<file path="src/rtl/axi_burst_readn_pkg.sv">
// Shared types and constants for the pipelined burst reader.
// Holds FSM encodings, AXI response codes and the result-buffer entry layout.
package axi_burst_readn_pkg;

  localparam logic [1:0] ST_IDLE  = 2'd0;
  localparam logic [1:0] ST_ISSUE = 2'd1;
  localparam logic [1:0] ST_DRAIN = 2'd2;

  localparam logic [1:0] RESP_OKAY   = 2'b00;
  localparam logic [1:0] RESP_EXOKAY = 2'b01;
  localparam logic [1:0] RESP_SLVERR = 2'b10;
  localparam logic [1:0] RESP_DECERR = 2'b11;

  localparam int unsigned ENTRY_DATA_W = 16;

  // One buffered beat as presented to the manager.
  typedef struct packed {
    logic                    last;
    logic [1:0]              resp;
    logic [ENTRY_DATA_W-1:0] data;
  } result_entry_t;

  function automatic logic resp_is_error(input logic [1:0] resp);
    return (resp == RESP_SLVERR) || (resp == RESP_DECERR);
  endfunction

  function automatic logic resp_is_ok(input logic [1:0] resp);
    return (resp == RESP_OKAY) || (resp == RESP_EXOKAY);
  endfunction

endpackage

</file>
<file path="src/rtl/sync_fifo.sv">
// Single-clock FIFO, power-of-two depth, optional show-ahead read port.
// Push when full and pop when empty are ignored.
module sync_fifo #(
  parameter int unsigned WIDTH      = 8,
  parameter int unsigned DEPTH      = 8,
  parameter bit          SHOW_AHEAD = 1'b1
) (
  input  logic             clk,
  input  logic             rst_n,
  input  logic             push,
  input  logic [WIDTH-1:0] push_data,
  input  logic             pop,
  output logic [WIDTH-1:0] pop_data_c,
  output logic             empty_c,
  output logic             full_c
);

  localparam int unsigned AW = $clog2(DEPTH);
  localparam int unsigned PW = AW + 1;

  logic [WIDTH-1:0] mem [DEPTH];
  logic [PW-1:0]    wr_q;
  logic [PW-1:0]    rd_q;
  logic             push_ok;
  logic             pop_ok;

  // Extra pointer bit distinguishes full from empty.
  assign empty_c = (wr_q == rd_q);
  assign full_c  = (wr_q[AW] != rd_q[AW]) && (wr_q[AW-1:0] == rd_q[AW-1:0]);
  assign push_ok = push && !full_c;
  assign pop_ok  = pop && !empty_c;

  always_ff @(posedge clk) begin
    if (push_ok) mem[wr_q[AW-1:0]] <= push_data;
  end

  always_ff @(posedge clk or negedge rst_n) begin
    if (!rst_n) begin
      wr_q <= '0;
      rd_q <= '0;
    end else begin
      if (push_ok) wr_q <= wr_q + PW'(1);
      if (pop_ok)  rd_q <= rd_q + PW'(1);
    end
  end

  generate
    if (SHOW_AHEAD) begin : g_show_ahead
      assign pop_data_c = mem[rd_q[AW-1:0]];
    end else begin : g_registered
      logic [WIDTH-1:0] data_q;
      always_ff @(posedge clk or negedge rst_n) begin
        if (!rst_n)      data_q <= '0;
        else if (pop_ok) data_q <= mem[rd_q[AW-1:0]];
      end
      assign pop_data_c = data_q;
    end
  endgenerate

endmodule

</file>
<file path="src/rtl/axi_burst_readn.sv">
// Splits one AXI read burst into strided single-beat reads, keeping up to DEPTH
// beats in flight or buffered, and streams the ordered results back with rlast.
module axi_burst_readn
  import axi_burst_readn_pkg::*;
#(
  parameter int unsigned STRIDE          = 2,
  parameter int unsigned AXI_ADDR_WIDTH  = 20,
  parameter int unsigned AXI_DATA_WIDTH  = 16,
  parameter int unsigned AXI_ARLEN_WIDTH = 8,
  parameter int unsigned DEPTH           = 8
) (
  input  logic                       axi_clk,
  input  logic                       axi_resetn,
  input  logic [AXI_ADDR_WIDTH-1:0]  in_axi_araddr,
  input  logic [AXI_ARLEN_WIDTH-1:0] in_axi_arlen,
  input  logic                       in_axi_arvalid,
  output logic                       in_axi_arready,
  output logic [AXI_DATA_WIDTH-1:0]  in_axi_rdata,
  output logic [1:0]                 in_axi_rresp,
  output logic                       in_axi_rvalid,
  output logic                       in_axi_rlast,
  input  logic                       in_axi_rready,
  output logic [AXI_ADDR_WIDTH-1:0]  out_axi_araddr,
  output logic                       out_axi_arvalid,
  input  logic                       out_axi_arready,
  input  logic [AXI_DATA_WIDTH-1:0]  out_axi_rdata,
  input  logic [1:0]                 out_axi_rresp,
  input  logic                       out_axi_rvalid,
  output logic                       out_axi_rready
);

  localparam int unsigned CRED_W  = $clog2(DEPTH) + 1;
  localparam int unsigned ENTRY_W = 3 + AXI_DATA_WIDTH;
  localparam logic [CRED_W-1:0] CRED_MAX = CRED_W'(DEPTH);

  logic [1:0]                 state_q, state_d;
  logic [AXI_ADDR_WIDTH-1:0]  addr_q, addr_d;
  logic [AXI_ARLEN_WIDTH-1:0] remaining_q, remaining_d;
  logic [CRED_W-1:0]          credits_q, credits_d;
  logic                       arvalid_q, arvalid_d;
  logic                       arready_q, arready_d;
  logic                       rready_q;

  logic                       in_hs, out_hs, r_hs;
  logic                       meta_empty, meta_full, meta_last;
  logic                       res_empty, res_full;
  logic                       beat_take;
  logic [ENTRY_W-1:0]         res_head;

  assign in_hs  = in_axi_arvalid && arready_q;
  assign out_hs = arvalid_q && out_axi_arready;
  assign r_hs   = !res_empty && in_axi_rready;
  // Responses with no matching meta entry are leftovers from before a reset.
  assign beat_take = out_axi_rvalid && !meta_empty && !res_full;

  always_comb begin
    state_d     = state_q;
    addr_d      = addr_q;
    remaining_d = remaining_q;
    credits_d   = credits_q;

    case (state_q)
      ST_IDLE: begin
        if (in_hs) begin
          addr_d      = in_axi_araddr;
          remaining_d = in_axi_arlen;
          state_d     = ST_ISSUE;
        end
      end
      ST_ISSUE: begin
        if (out_hs) begin
          addr_d      = addr_q + AXI_ADDR_WIDTH'(STRIDE);
          remaining_d = remaining_q - AXI_ARLEN_WIDTH'(1);
          if (remaining_q == '0) state_d = ST_DRAIN;
        end
      end
      ST_DRAIN: begin
        if (in_hs) begin
          addr_d      = in_axi_araddr;
          remaining_d = in_axi_arlen;
          state_d     = ST_ISSUE;
        end else if (r_hs && in_axi_rlast) begin
          state_d = ST_IDLE;
        end
      end
      default: state_d = ST_IDLE;
    endcase

    if (out_hs && !r_hs)      credits_d = credits_q - CRED_W'(1);
    else if (!out_hs && r_hs) credits_d = credits_q + CRED_W'(1);

    // Credits gate only the rising edge of arvalid; an issued address is held.
    arvalid_d = (arvalid_q && !out_hs) ||
                ((state_d == ST_ISSUE) && (credits_d != '0) && !meta_full);
    arready_d = (state_d != ST_ISSUE);
  end

  always_ff @(posedge axi_clk or negedge axi_resetn) begin
    if (!axi_resetn) begin
      state_q     <= ST_IDLE;
      addr_q      <= '0;
      remaining_q <= '0;
      credits_q   <= CRED_MAX;
      arvalid_q   <= 1'b0;
      arready_q   <= 1'b0;
      rready_q    <= 1'b0;
    end else begin
      state_q     <= state_d;
      addr_q      <= addr_d;
      remaining_q <= remaining_d;
      credits_q   <= credits_d;
      arvalid_q   <= arvalid_d;
      arready_q   <= arready_d;
      rready_q    <= 1'b1;
    end
  end

  // Tracks the rlast flag of every address issued but not yet answered.
  sync_fifo #(
    .WIDTH      (1),
    .DEPTH      (DEPTH),
    .SHOW_AHEAD (1'b1)
  ) u_meta_fifo (
    .clk        (axi_clk),
    .rst_n      (axi_resetn),
    .push       (out_hs),
    .push_data  (remaining_q == '0),
    .pop        (beat_take),
    .pop_data_c (meta_last),
    .empty_c    (meta_empty),
    .full_c     (meta_full)
  );

  sync_fifo #(
    .WIDTH      (ENTRY_W),
    .DEPTH      (DEPTH),
    .SHOW_AHEAD (1'b1)
  ) u_result_fifo (
    .clk        (axi_clk),
    .rst_n      (axi_resetn),
    .push       (beat_take),
    .push_data  ({meta_last, out_axi_rresp, out_axi_rdata}),
    .pop        (r_hs),
    .pop_data_c (res_head),
    .empty_c    (res_empty),
    .full_c     (res_full)
  );

  assign in_axi_arready  = arready_q;
  assign in_axi_rvalid   = !res_empty;
  assign in_axi_rdata    = res_empty ? '0 : res_head[AXI_DATA_WIDTH-1:0];
  assign in_axi_rresp    = res_empty ? RESP_OKAY : res_head[AXI_DATA_WIDTH +: 2];
  assign in_axi_rlast    = !res_empty && res_head[ENTRY_W-1];
  assign out_axi_araddr  = addr_q;
  assign out_axi_arvalid = arvalid_q;
  assign out_axi_rready  = rready_q;

endmodule

</file>
<file path="config.mk">
export PLATFORM = sky130hd
export DESIGN_NAME = axi_burst_readn
export DESIGN_NICKNAME = d
export VERILOG_FILES = /design/src/rtl/axi_burst_readn_pkg.sv /design/src/rtl/sync_fifo.sv /design/src/rtl/axi_burst_readn.sv
export SDC_FILE = /design/constraint.sdc
export NUM_CORES = 1
export LEC_CHECK = 0
export ABC_AREA = 1
export BUFFER_PORTS_ARGS = -buffer_cell sky130_fd_sc_hd__buf_2
export CAP_MARGIN = 0
export CELL_PAD_IN_SITES_DETAIL_PLACEMENT = 0
export CELL_PAD_IN_SITES_GLOBAL_PLACEMENT = 1
export CORE_MARGIN = 8
export CORE_UTILIZATION = 50
export CTS_CLUSTER_DIAMETER = 30
export CTS_CLUSTER_SIZE = 8
export DETAILED_ROUTE_END_ITERATION = 8
export PLACE_DENSITY_LB_ADDON = 0.25
export SLEW_MARGIN = 30
export SYNTH_ARGS = -nofsm -noshare
export SYNTH_HDL_FRONTEND = slang
export SYNTH_HIERARCHICAL = 1
export SYNTH_SLANG_ARGS = --single-unit
</file>
<file path="constraint.sdc">
create_clock -name axi_clk -period 6.21 [get_ports axi_clk]
set_input_delay 0.621 -clock axi_clk [delete_from_list [all_inputs] [get_ports axi_clk]]
set_output_delay 0.621 -clock axi_clk [all_outputs]
set_load 0.005 [all_outputs]
</file>
# [After elaboration in Yosys (flattened, before gate mapping)]
# Memory sizes are Yosys's and may differ from the RTL's.
# Cells that the tools add are included.
[totals] reg_bits=53 ramBits=160 inputBits=52 out_inout_bits=43 elab_cells=84 memories=2
[op_classes] n_addsub=8 n_eq_ne=12 muxes=20 reduce_logical=31
[memory_table] memory="u_result_fifo.mem" words=8 width=19 read_ports=1 rd_ports_with_merged_regs=0 wr=1 line_no="sync_fifo.sv:21" text="logic [WIDTH-1:0] mem [DEPTH];"
[memory_table] memory="u_meta_fifo.mem" words=8 width=1 read_ports=1 rd_ports_with_merged_regs=0 wr=1 line_no="sync_fifo.sv:21"
[op_table] cell="2-to-1 mux 20 bit" count=2
[op_table] cell="case mux 20 bit (2 select lines)" count=1
[op_table] cell="adder 20 x 2 -> 20 bit (second input constant)" count=1
[op_table] cell="adder 4 x 1 -> 4 bit (second input constant)" count=5
[op_table] cell="logical AND 1 bit" count=18
[op_table] cell="2-to-1 mux 16 bit" count=1
[op_table] cell="2-to-1 mux 8 bit" count=2
[op_table] cell="case mux 8 bit (2 select lines)" count=1
[op_table] cell="2-to-1 mux 2 bit" count=6
[op_table] cell="equality test 4 bit" count=2
[op_table] cell="zero test 8 bit" count=1
[op_table] cell="2-to-1 mux 4 bit" count=2
[op_table] cell="subtractor 8 x 1 -> 8 bit (second input constant)" count=1
[op_table] cell="equality test 3 bit" count=2
[op_table] cell="zero test 1 bit" count=6
[op_table] cell="case mux 2 bit (3 select lines)" count=1
[op_table] cell="equality test 2 x 1 -> 1 bit (second input constant)" count=2
[op_table] cell="2-to-1 mux 1 bit" count=4
[op_table] cell="!= test 2 x 1 -> 1 bit (second input constant)" count=2
[op_table] cell="nonzero test 4 bit" count=1
[op_table] cell="subtractor 4 x 1 -> 4 bit (second input constant)" count=1
[op_table] cell="AND reduction 3 bit" count=1
[op_table] cell="equality test 2 bit (second input constant)" count=1
[op_table] cell="zero test 2 bit" count=1
[op_table] cell="other kinds (5)" count=6

# [Depth between registers and ports, before layout]
# Gate-level depths: netlist (run 1).
[logic_depth] ltp_word=11 ltp_mapped=17

# [By module]
# Netlist (run 1), hierarchy kept.
[by_module_without_submodules] mod="sync_fifo at u_result_fifo" instances=1 cells_each=519 area_per_inst_um2=6476.2 seq_area_each_um2=4764.6
[by_module_without_submodules] mod="axi_burst_readn" instances=1 cells_each=404 area_per_inst_um2=2562.5 seq_area_each_um2=927.1
[by_module_without_submodules] mod="sync_fifo at u_meta_fifo" instances=1 cells_each=114 area_per_inst_um2=934.6 seq_area_each_um2=440.4

# [Least setup slack after synthesis (run 1)]
# OpenSTA, ideal clock, no wires.
[synth_path] path_kind="register -> register" start="register u_result_fifo.wr_q[1]" end="memory u_result_fifo/mem[2][0] (netlist name), enable pin" t_arrival_ns=2.815 setup_slack_ns=3.000 stages_incl_launch_ff=10 n_path_buf=0 synth_period_minus_slack_ns=3.210 path_cell_list="dfrtp_1 -> inv_2 -> nand2_1 -> nand2_2 -> clkinv_1 -> nand4_4 -> inv_1 -> nor3b_1 -> nand3_2 -> nor2_1"
[synth_between] elab_chain_len=7
[synth_lines] element="start, declared" line_no="sync_fifo.sv:22" text="logic [PW-1:0] wr_q;"
[synth_lines] element="start signal, assigned" line_no="sync_fifo.sv:42" text="if (push_ok) wr_q <= wr_q + PW'(1);"
[synth_lines] element="equality test 3 bit" line_no="sync_fifo.sv:29" text="assign full_c = (wr_q[AW] != rd_q[AW]) && (wr_q[AW-1:0] == rd_q[AW-1:0]);"
[synth_lines] element="logical AND 1 bit" line_no="sync_fifo.sv:29"
[synth_lines] element="via res_full" line_no="axi_burst_readn.sv:46" text="logic res_empty, res_full;"
[synth_lines] element="zero test 1 bit" line_no="axi_burst_readn.sv:54" text="assign beat_take = out_axi_rvalid && !meta_empty && !res_full;"
[synth_lines] element="logical AND 1 bit" line_no="axi_burst_readn.sv:54"
[synth_lines] element="via beat_take" line_no="axi_burst_readn.sv:47" text="logic beat_take;"
[synth_lines] element="logical AND 1 bit" line_no="sync_fifo.sv:30" text="assign push_ok = push && !full_c;"
[synth_lines] element="2-to-1 mux 1 bit" line_no="sync_fifo.sv:34" text="if (push_ok) mem[wr_q[AW-1:0]] <= push_data;"
[synth_lines] element="2-to-1 mux 1 bit (not written as such)" line_no="sync_fifo.sv:34"
[synth_lines] element="end, declared" line_no="sync_fifo.sv:21"
# The timed path passes the listed nets, and every way through them passes these cells.

# [Worst setup path in the final report (run 1)]
[layout_path] start="register u_result_fifo.rd_q[1]" end="memory u_result_fifo/mem[2][8] (netlist name), enable pin"
[layout_between] elab_chain_len=7
[layout_lines] element="start, declared" line_no="sync_fifo.sv:23" text="logic [PW-1:0] rd_q;"
[layout_lines] element="start signal, assigned" line_no="sync_fifo.sv:43" text="if (pop_ok) rd_q <= rd_q + PW'(1);"
[layout_lines] element="equality test 3 bit" line_no="sync_fifo.sv:29"
[layout_lines] element="logical AND 1 bit" line_no="sync_fifo.sv:29"
[layout_lines] element="via res_full" line_no="axi_burst_readn.sv:46"
[layout_lines] element="zero test 1 bit" line_no="axi_burst_readn.sv:54"
[layout_lines] element="logical AND 1 bit" line_no="axi_burst_readn.sv:54"
[layout_lines] element="via beat_take" line_no="axi_burst_readn.sv:47"
[layout_lines] element="logical AND 1 bit" line_no="sync_fifo.sv:30"
[layout_lines] element="2-to-1 mux 1 bit" line_no="sync_fifo.sv:34"
[layout_lines] element="2-to-1 mux 1 bit (not written as such)" line_no="sync_fifo.sv:34"
# The timed path passes the listed nets, and every way through them passes these cells.

==> results_dict.tcl, run 1 <==
set metrics [dict create \
    status "finished, final reports clean" \
    ff_latch_area_um2 6133 \
    relSlewSlack 0.3776 \
    synth_edf_count 160 \
    dp_hpwl_mm 14.72 \
    min_path_type "in -> async" \
    clock_tree.root_cell "clkbuf_16" \
    synth_cells 1037 \
    setup_viol_count_final 0 \
    synth-seq-cells 213 \
    vias_per_cell 5.225 \
    ys_seq_area_frac 0.6149 \
    required_ns 6.33 \
    core_um2 19530 \
    final_nets 1195 \
    setup_ws_ns 2.312 \
    slew_violations 0 \
    drtIter0Drc 493 \
    ant_nets 0 \
    grt_pass1_wl_mm 37.63 \
    drive_gt1_frac 0.1737 \
    critPathMaxStageDelay_ns 0.76 \
    finalCriticalPeriod_ns 3.898 \
    rsz0062_at_grt "false" \
    clock_latency_ns 0.51 \
    synthFlopType "edfxtp_1" \
    finClkSkew_ns 0.02196 \
    synthArstFlopShare 0.2488 \
    cts_resized 0 \
    syn_area_um2 9973 \
    antenna_found_initial 0 \
    io_buffers 94 \
    synth.avg_cell_area_um2 9.617 \
    wl_met1_mm 10.71 \
    synth_cell_types 40 \
    tns_ns 0 \
    cap_viol_max_count 0 \
    ir_drop_uv 354.4 \
    cp_slowest_cell "nor2_2" \
    route.detailed.drc 0 \
    synth_nets 1097 \
    cts_made_buffers 43 \
    path_cells "buf_4 > inv_2 > nand2_1 > nand2_2 > clkinv_1 > nand4_4 > inv_1 > nor3b_1 > buf_4 > nand3_2 > nor2_2" \
    top_layer "met4" \
    crit_path_end_kind "flip-flop" \
    worstMarginPinSlew_ns 0.9326 \
    path_max_fanout 43 \
    finalCritPeriodShare 0.6277 \
    fp.dieH_um 157.2 \
    p_per_area_nw_per_um2 552.2 \
    dr.pass1.iters 7 \
    leakage_nw 5.054 \
    wl_per_cell_um 16.36 \
    met3WireLength_mm 1.401 \
    num_antenna_cells 0 \
    cts_setup_buffers 0 \
    route.met2.wl_mm 10.80 \
    ios 95 \
    grt_pass1_vias 7286 \
    vias 7462 \
    clock-sinks 213 \
    worstSetupPathType "reg -> reg" \
    htree_levels 2 \
    dieArea_um2 24720 \
    hold_viol 0 \
    cts_tree "yes" \
    multi_input_area_um2 3269 \
    n_fill_cell 1694 \
    dieWidth_um 157.2 \
    hold_buffers 0 \
    track_usage 0.1917 \
    start_util 0.5108 \
    clk_pin_slew_ns 0.04 \
    cts.path.max_buffers 3 \
    r2r_cells 11 \
    critPathArrivalTime_ns 4.02 \
    r2r_end "u_result_fifo/mem[2][8]$_DFFE_PP_" \
    place_ws_ns 2.255 \
    syn_to_final_growth_pct 19.80 \
    rows 51 \
    reg2reg_from "u_result_fifo/rd_q[1]$_DFFE_PN0P_" \
    yosysWarnings 6 \
    grt_max_degree 81 \
    cp-start-kind "flip-flop" \
    cpMostUsedCell "buf_4" \
    max_freq_mhz 256.6 \
    overflow 0 \
    gp_congestion 0.7869 \
    rrSetupSlack_ns 2.31 \
    wl_mm 23.37 \
]
[through the flow]
stage	hold WS, ns	instance area [µm²]	utilization	instances	power (mW)
after floorplan	0.3254	9973	-	1037	3.814
after global placement	0.4563	10560	0.5409	1355	4.450
after detailed placement	0.4571	10570	0.5412	1355	4.475
after CTS	0.2747	11920	0.6106	1428	6.656
after global routing	0.3139	11950	0.6119	1428	7.092
final	0.2622	11950	0.6119	1428	6.598
[worst max-delay path by stage]
| stage | from | endpoint | slack [ns] | cells past startpoint |
|---|---|---|---|---|
| after floorplan | u_result_fifo/wr_q[1]$_DFFE_PN0P_ | u_result_fifo/mem[2][0]$_DFFE_PP_ | 3.00 | 9 |
| after global placement | u_result_fifo/rd_q[1]$_DFFE_PN0P_ | u_result_fifo/mem[4][15]$_DFFE_PP_ | 2.40 | 11 |
| after detailed placement | u_result_fifo/rd_q[1]$_DFFE_PN0P_ | u_result_fifo/mem[4][9]$_DFFE_PP_ | 2.26 | 11 |
| after CTS | u_result_fifo/rd_q[1]$_DFFE_PN0P_ | u_result_fifo/mem[4][1]$_DFFE_PP_ | 2.23 | 11 |
| after global routing | u_result_fifo/rd_q[1]$_DFFE_PN0P_ | u_result_fifo/mem[2][16]$_DFFE_PP_ | 2.06 | 11 |
| final | u_result_fifo/rd_q[1]$_DFFE_PN0P_ | u_result_fifo/mem[2][8]$_DFFE_PP_ | 2.31 | 11 |
[cells in the final DEF (no fill, tap or decap), drive strengths merged, types with 2 or more instances in the layout]
| master | netlist | layout |
|---|---|---|
| clkinvlp | 0 | 2 |
| xor2 | 10 | 10 |
| bufinv | 0 | 5 |
| nand2 | 246 | 246 |
| nand4 | 7 | 7 |
| o21ai | 107 | 107 |
| dfrtp | 52 | 52 |
| inv | 86 | 87 |
| o22ai | 47 | 47 |
| buf | 35 | 101 |
| clkbuf | 13 | 51 |
| ha | 8 | 8 |
| nand3 | 48 | 48 |
| nand3b | 6 | 6 |
| clkinv | 2 | 16 |
| nor3 | 6 | 6 |
| o211ai | 2 | 2 |
| nor2 | 175 | 175 |
| a211oi | 2 | 2 |
| a21oi | 18 | 18 |
| edfxtp | 160 | 160 |
[final cells by class]
| type | count | share of cell area |
|---|---|---|
| Tap cell | 265 | 0.02775 |
| Clock inverter | 22 | 0.02000 |
| Inverter | 88 | 0.02807 |
| Sequential cell | 213 | 0.5134 |
| Clock buffer | 51 | 0.09341 |
| Multi-Input combinational cell | 688 | 0.2736 |
| Timing Repair Buffer | 101 | 0.04377 |
[worst max-delay path: cells and delay by family (launching register included)]
family / cells / cell delay [ns]
buffers and inverters: 5 / 1.21
AND/OR/NAND/NOR: 6 / 1.89
flip-flops: 1 / 0.36
[routing by layer]
| metal | GRT usage | vias to the layer above |
|---|---|---|
| li1 | - | 3706 |
| met1 | 0.2580 | 3518 |
| met2 | 0.3041 | 191 |
| met3 | 0.04387 | 47 |
| met4 | 0.05848 | 0 |
| met5 | 0 | - |
[cell families (layout without fill, tap and decap cells)]
group | Yosys count | after routing | share of synthesized area
and+or+nand+nor | 489 | 489 | 0.2051
DFF | 213 | 213 | 0.6149
AOI/OAI and AO/OA | 179 | 179 | 0.09786
buffers and inverters | 136 | 262 | 0.06210
xor gates and xnor gates | 11 | 11 | 0.009660
adders and majority gates | 8 | 8 | 0.01004
other | 1 | 1 | 0.0003760
[synthesized netlist by cell type, types with 2 or more instances]
library cell	n	area [µm²]
nand2_1	234	878.3
edfxtp_1	160	4805
dfrtp_1	52	1301
o22ai_1	47	294.0
a21oi_1	17	85.08
nand3_1	46	230.2
nor3_1	5	25.02
clkbuf_1	9	33.78
ha_1	8	100.1
o21ai_1	16	80.08
nand4_4	2	42.54
inv_1	76	285.3
buf_4	6	45.04
buf_6	7	78.83
nand3b_1	6	45.04
nand3_2	2	20.02
o21ai_0	91	455.4
nand2_4	2	22.52
clkbuf_2	4	20.02
nor2_1	174	653.1
inv_2	10	37.54
nand4_1	5	31.28
a211oi_1	2	15.01
xor2_1	10	87.58
buf_1	3	11.26
o211ai_1	2	15.01
nand2_2	10	62.56
buf_2	19	95.09
[power breakdown]
part / total [mW] / switching, mW / internal (mW)
clock: 2.14 / 0.672 / 1.47
combinational: 2.32 / 1.54 / 0.777
sequential: 2.14 / 0.242 / 1.90
total: 6.60 / 2.46 / 4.14
[flip-flops by register name, summed over array words and instances (netlist names)]
register,flops
out_axi_rready,1
out_axi_araddr,20
u_meta_fifo/wr_q,4
remaining_q,8
in_axi_arready,1
u_meta_fifo/mem,8
u_result_fifo/wr_q,4
u_meta_fifo/rd_q,4
u_result_fifo/rd_q,4
u_result_fifo/mem,152
state_q,2
out_axi_arvalid,1
credits_q,4
Note: power is estimated with default switching activity, not from simulation.
==> run 2: changes to the inputs <==
--- a/config.mk
+++ b/config.mk
@@ -11,7 +11,7 @@
 export CELL_PAD_IN_SITES_DETAIL_PLACEMENT = 0
 export CELL_PAD_IN_SITES_GLOBAL_PLACEMENT = 1
 export CORE_MARGIN = 8
-export CORE_UTILIZATION = 50
+export CORE_UTILIZATION = 46
 export CTS_CLUSTER_DIAMETER = 30
 export CTS_CLUSTER_SIZE = 8
 export DETAILED_ROUTE_END_ITERATION = 8
==> constraint.sdc (replaced) <==
create_clock -name axi_clk -period 4 [get_ports axi_clk]
set_input_delay 0.4 -clock axi_clk [delete_from_list [all_inputs] [get_ports axi_clk]]
set_output_delay 0.4 -clock axi_clk [all_outputs]
set_load 0.005 [all_outputs]
==> results_dict.tcl, run 2 (synthesis gave the netlist of run 1 again) <==
set metrics [dict create \
    status "finished, violations left" \
    violations "hold timing" \
    path_max_fanout 21 \
    drtIter0Drc 476 \
    vias 7506 \
    start_util 0.4627 \
    crit_path_end_kind "flip-flop" \
    cts_tree "yes" \
    cp-start-kind "flip-flop" \
    r2r_cells 11 \
    finalCritPeriodShare 0.7721 \
    relSlewSlack 0.3793 \
    wl_per_cell_um 16.24 \
    hold_buffers 0 \
    tns_ns 0 \
    min_path_type "in -> async" \
    dieArea_um2 26650 \
    leakage_nw 5.142 \
    final_cell_mix "nand2_1 (234), nor2_1 (167), edfxtp_1 (160)" \
    clk_pin_slew_ns 0.05 \
    gp_congestion 0.7900 \
    finClkSkew_ns 0.01547 \
    cpMostUsedCell "buf_4" \
    overflow 0 \
    reg2reg_from "u_result_fifo/rd_q[2]$_DFFE_PN0P_" \
    dr.pass1.iters 4 \
    setup_viol_count_final 0 \
    dieWidth_um 163.2 \
    rows 54 \
    core_um2 21550 \
    placed_cells 1380 \
    cap_viol_max_count 0 \
    worstMarginPinSlew_ns 0.9300 \
    cp_slowest_cell "dfrtp_1" \
    clock_latency_ns 0.52 \
    worstSetupPathType "reg -> reg" \
    ir_drop_uv 551.2 \
    ios 95 \
    cts_resized 0 \
    route.detailed.drc 0 \
    io_buffers 94 \
    path_cells "inv_1 > buf_4 > nand2_1 > nand2_2 > nand4_4 > inv_1 > nor3b_1 > buf_4 > nand2_4 > nor2_2 > buf_4" \
    required_ns 4.21 \
    track_usage 0.1790 \
    fin_cells 1462 \
    n_fill_cell 1911 \
    syn_to_final_growth_pct 21.49 \
    finalCriticalPeriod_ns 3.088 \
    vias_per_cell 5.134 \
    wl_mm 23.74 \
    critPathMaxStageDelay_ns 0.70 \
    p_per_area_nw_per_um2 864.5 \
    layout_commonest_cell "nand2_1" \
    max_freq_mhz 323.8 \
    ant_nets 0 \
    hold_slack_ns -0.02005 \
    dp_hpwl_mm 14.96 \
    grt_pass1_vias 7623 \
    cts_setup_buffers 0 \
    htree_levels 2 \
    drive_gt1_frac 0.1861 \
    slew_violations 0 \
    final_nets 1206 \
    critPathArrivalTime_ns 3.30 \
    hold_viol 9 \
    largest_reg_flops 152 \
    clock_tree.root_cell "clkbuf_16" \
    rrSetupSlack_ns 0.91 \
    antenna_found_initial 0 \
    cts.path.max_buffers 3 \
    grt_max_degree 80 \
    fp.dieH_um 163.2 \
    cts_made_buffers 44 \
    clock-sinks 213 \
    rsz0062_at_grt "false" \
    num_antenna_cells 0 \
    grt_pass1_wl_mm 38.57 \
    r2r_end "u_result_fifo/mem[5][16]$_DFFE_PP_" \
]
## run 2: report_power, final
group / total, mW / internal, mW / switching (mW)
sequential: 3.33 / 2.94 / 0.387
combinational: 3.63 / 1.24 / 2.39
clock: 3.52 / 2.37 / 1.15
## run 2: stage by stage
step / area [µm²] / power [mW] / utilization / setup WS, ns
after global routing: 12120 / 11.24 / 0.5622 / 0.7004
final: 12120 / 10.47 / 0.5622 / 0.9116
after detailed placement: 10660 / 7.033 / 0.4944 / 0.8728
after CTS: 12120 / 10.60 / 0.5622 / 0.8972
after floorplan: 9973 / 5.921 / - / 0.7905
after global placement: 10660 / 6.987 / 0.4944 / 1.007
## run 2: worst max path at each step
| stage | from | to | slack [ns] | cells after the start |
|---|---|---|---|---|
| finish | u_result_fifo/rd_q[2]$_DFFE_PN0P_ | u_result_fifo/mem[5][16]$_DFFE_PP_ | 0.91 | 11 |
| global route | u_result_fifo/rd_q[2]$_DFFE_PN0P_ | u_result_fifo/mem[5][16]$_DFFE_PP_ | 0.70 | 11 |
| CTS | u_result_fifo/rd_q[2]$_DFFE_PN0P_ | u_result_fifo/mem[5][16]$_DFFE_PP_ | 0.90 | 11 |
| detailed placement | u_result_fifo/rd_q[2]$_DFFE_PN0P_ | u_result_fifo/mem[5][13]$_DFFE_PP_ | 0.87 | 11 |
| global placement | u_result_fifo/rd_q[2]$_DFFE_PN0P_ | u_result_fifo/mem[5][13]$_DFFE_PP_ | 1.01 | 11 |
| floorplan | u_result_fifo/wr_q[1]$_DFFE_PN0P_ | u_result_fifo/mem[2][0]$_DFFE_PP_ | 0.79 | 9 |
## run 2: per-layer routing
metal,part of all wire,wire (µm),GRT usage,vias up
li1,-,-,-,3730
met2,0.47,11250,0.2973,202
met1,0.45,10660,0.2307,3530
met3,0.059,1405,0.03831,44
met5,0,0,0,-
met4,0.018,423,0.05505,0
## run 2: layout make-up
cell class              instances  area [µm²]  share of cell area
clock buffers                  55        1152             0.09511
clock inverters                27       307.8             0.02540
flip-flops and latches        213        6133              0.5062
repair buffers                111       598.1             0.04936
inverters                      88       335.3             0.02767
multi-input cells             688        3239              0.2673
well taps                     280       350.3             0.02891
## run 2: worst max-delay path, delay by kind of cell (launching register included)
kind | cells | cell delay [ns]
and+or+nand+nor | 6 | 1.14
DFF | 1 | 0.70
buffers and inverters | 5 | 0.94
==> run 3: changes to the inputs <==
--- a/config.mk
+++ b/config.mk
@@ -11,7 +11,7 @@
 export CELL_PAD_IN_SITES_DETAIL_PLACEMENT = 0
 export CELL_PAD_IN_SITES_GLOBAL_PLACEMENT = 1
 export CORE_MARGIN = 8
-export CORE_UTILIZATION = 46
+export CORE_UTILIZATION = 42
 export CTS_CLUSTER_DIAMETER = 30
 export CTS_CLUSTER_SIZE = 8
 export DETAILED_ROUTE_END_ITERATION = 8
==> constraint.sdc (replaced) <==
create_clock -name axi_clk -period 2.8 [get_ports axi_clk]
set_input_delay 0.28 -clock axi_clk [delete_from_list [all_inputs] [get_ports axi_clk]]
set_output_delay 0.28 -clock axi_clk [all_outputs]
set_load 0.005 [all_outputs]
==> results_dict.tcl, run 3 (synthesis gave the netlist of run 1 again) <==
set metrics [dict create \
    p_per_area_nw_per_um2 1248 \
    ir_drop_uv 928.3 \
    fin_cells 1522 \
    r2r_cells 11 \
    layout_commonest_cell "nand2_1" \
    rrSetupSlack_ns 0.39 \
    wl_per_cell_um 15.65 \
    dieWidth_um 170.1 \
    grt_pass1_wl_mm 38.49 \
    setup_viol_count_final 0 \
    final_cell_mix "nand2_1 (234), nor2_1 (167), edfxtp_1 (160)" \
    status "finished, final reports clean" \
    ios 95 \
    clock-sinks 213 \
    route.detailed.drc 0 \
    holdPathStages 1 \
    grt_pass1_vias 7515 \
    finClkSkew_ns 0.01888 \
    placed_cells 1427 \
    worstMarginPinSlew_ns 0.5566 \
    clock_latency_ns 0.54 \
    hold_slack_ns 0.01570 \
    dieArea_um2 28930 \
    relSlewSlack 0.6289 \
    ff_latch_area_um2 6133 \
    finalCritPeriodShare 0.9027 \
    ant_nets 0 \
    final_nets 1225 \
    cap_viol_max_count 0 \
    min_path_type "in -> reg" \
    holdCritStartpoint "out_axi_rdata[5]" \
    cts_tree "yes" \
    clk_pin_slew_ns 0.05 \
    power_mw 15.60 \
    cp-start-kind "flip-flop" \
    n_fill_cell 2139 \
    worstSetupPathType "reg -> out" \
    syn_to_final_growth_pct 25.35 \
    rows 56 \
    dp_hpwl_mm 14.72 \
    tns_ns 0 \
    vias_per_cell 4.940 \
    drive_gt1_frac 0.2037 \
    grt_max_degree 80 \
    clock_tree.root_cell "clkbuf_16" \
    rsz0062_at_grt "false" \
    cts.path.max_buffers 3 \
    gp_congestion 0.7873 \
    antenna_found_initial 0 \
    postLayoutCoreUtil 0.5342 \
    num_antenna_cells 0 \
    required_ns 2.52 \
    hold_viol 0 \
    critPathArrivalTime_ns 2.25 \
    leakage_nw 5.295 \
    crit_path_end_kind "output port" \
    fp.dieH_um 170.1 \
    cts_made_buffers 51 \
    r2r_end "u_result_fifo/mem[7][8]$_DFFE_PP_" \
    slew_violations 0 \
    start_util 0.4262 \
    overflow 0 \
    drtIter0Drc 363 \
    htree_levels 2 \
    path_max_fanout 79 \
    wl_mm 23.82 \
    core_um2 23400 \
    io_buffers 94 \
    holdPathEnd "u_result_fifo/mem[7][5]$_DFFE_PP_" \
    max_freq_mhz 395.6 \
    track_usage 0.1666 \
    largest_reg_flops 152 \
    multi_input_area_um2 3244 \
    finalCriticalPeriod_ns 2.528 \
    dr.pass1.iters 5 \
    vias 7518 \
    reg2reg_from "u_result_fifo/wr_q[2]$_DFFE_PN0P_" \
]
run 3: routing by layer:
layer,track usage,vias to the layer above,wire (µm)
li1,-,3771,-
met1,0.2115,3544,10840
met2,0.2771,159,11280
met3,0.03452,44,1049
met4,0.06255,0,646
met5,0,-,0
run 3: what timing repair did:
action | in CTS | in global routing
setup buffers | 0 | 0
setup endpoints to repair | 0 | 15
hold buffers | 4 | 0
resized for setup | 0 | 1
hold endpoints to repair | 56 | 0
run 3: power by group:
part           internal (mW)  switching, mW
logic                   1.83           3.44
clock network           3.82           1.78
registers               4.21          0.527
total                   9.85           5.75
run 3: area by class of cell:
class                   instances  share of cell area
flip-flops and latches        213              0.4906
clock buffers                  54              0.1047
clock inverters                37             0.02932
well taps                     319             0.03193
inverters                      88             0.02682
multi-input cells             688              0.2595
repair buffers                123             0.05715
run 3: per-stage QoR:
stage | worst slack (ns) | instance area, µm²
after global routing | 0.06559 | 12500
final | 0.2723 | 12500
after global placement | 0.4464 | 10780
after floorplan | 0.2389 | 9996
after detailed placement | 0.3898 | 10780
after CTS | 0.05164 | 12500
run 3: worst max path at each step:
stage | from | end | slack (ns)
after detailed placement | u_result_fifo/wr_q[2]$_DFFE_PN0P_ | u_result_fifo/mem[7][11]$_DFFE_PP_ | 0.39
final | u_result_fifo/rd_q[0]$_DFFE_PN0P_ | in_axi_rlast | 0.27
after global routing | u_result_fifo/rd_q[0]$_DFFE_PN0P_ | in_axi_rdata[1] | 0.07
after CTS | u_result_fifo/rd_q[0]$_DFFE_PN0P_ | in_axi_rlast | 0.05
after floorplan | u_result_fifo/wr_q[1]$_DFFE_PN0P_ | u_result_fifo/mem[2][0]$_DFFE_PP_ | 0.24
after global placement | u_result_fifo/wr_q[2]$_DFFE_PN0P_ | u_result_fifo/mem[7][10]$_DFFE_PP_ | 0.45
run 3: worst max-delay path, cell delays in order (launching register included):
cell and delay [ns]:
dfrtp_2 0.40, buf_6 0.46, o21ai_0 0.18, o22ai_1 0.18, nand2_1 0.08, nand2_1 0.07, inv_1 0.07, nor2_1 0.13
buf_2 0.14
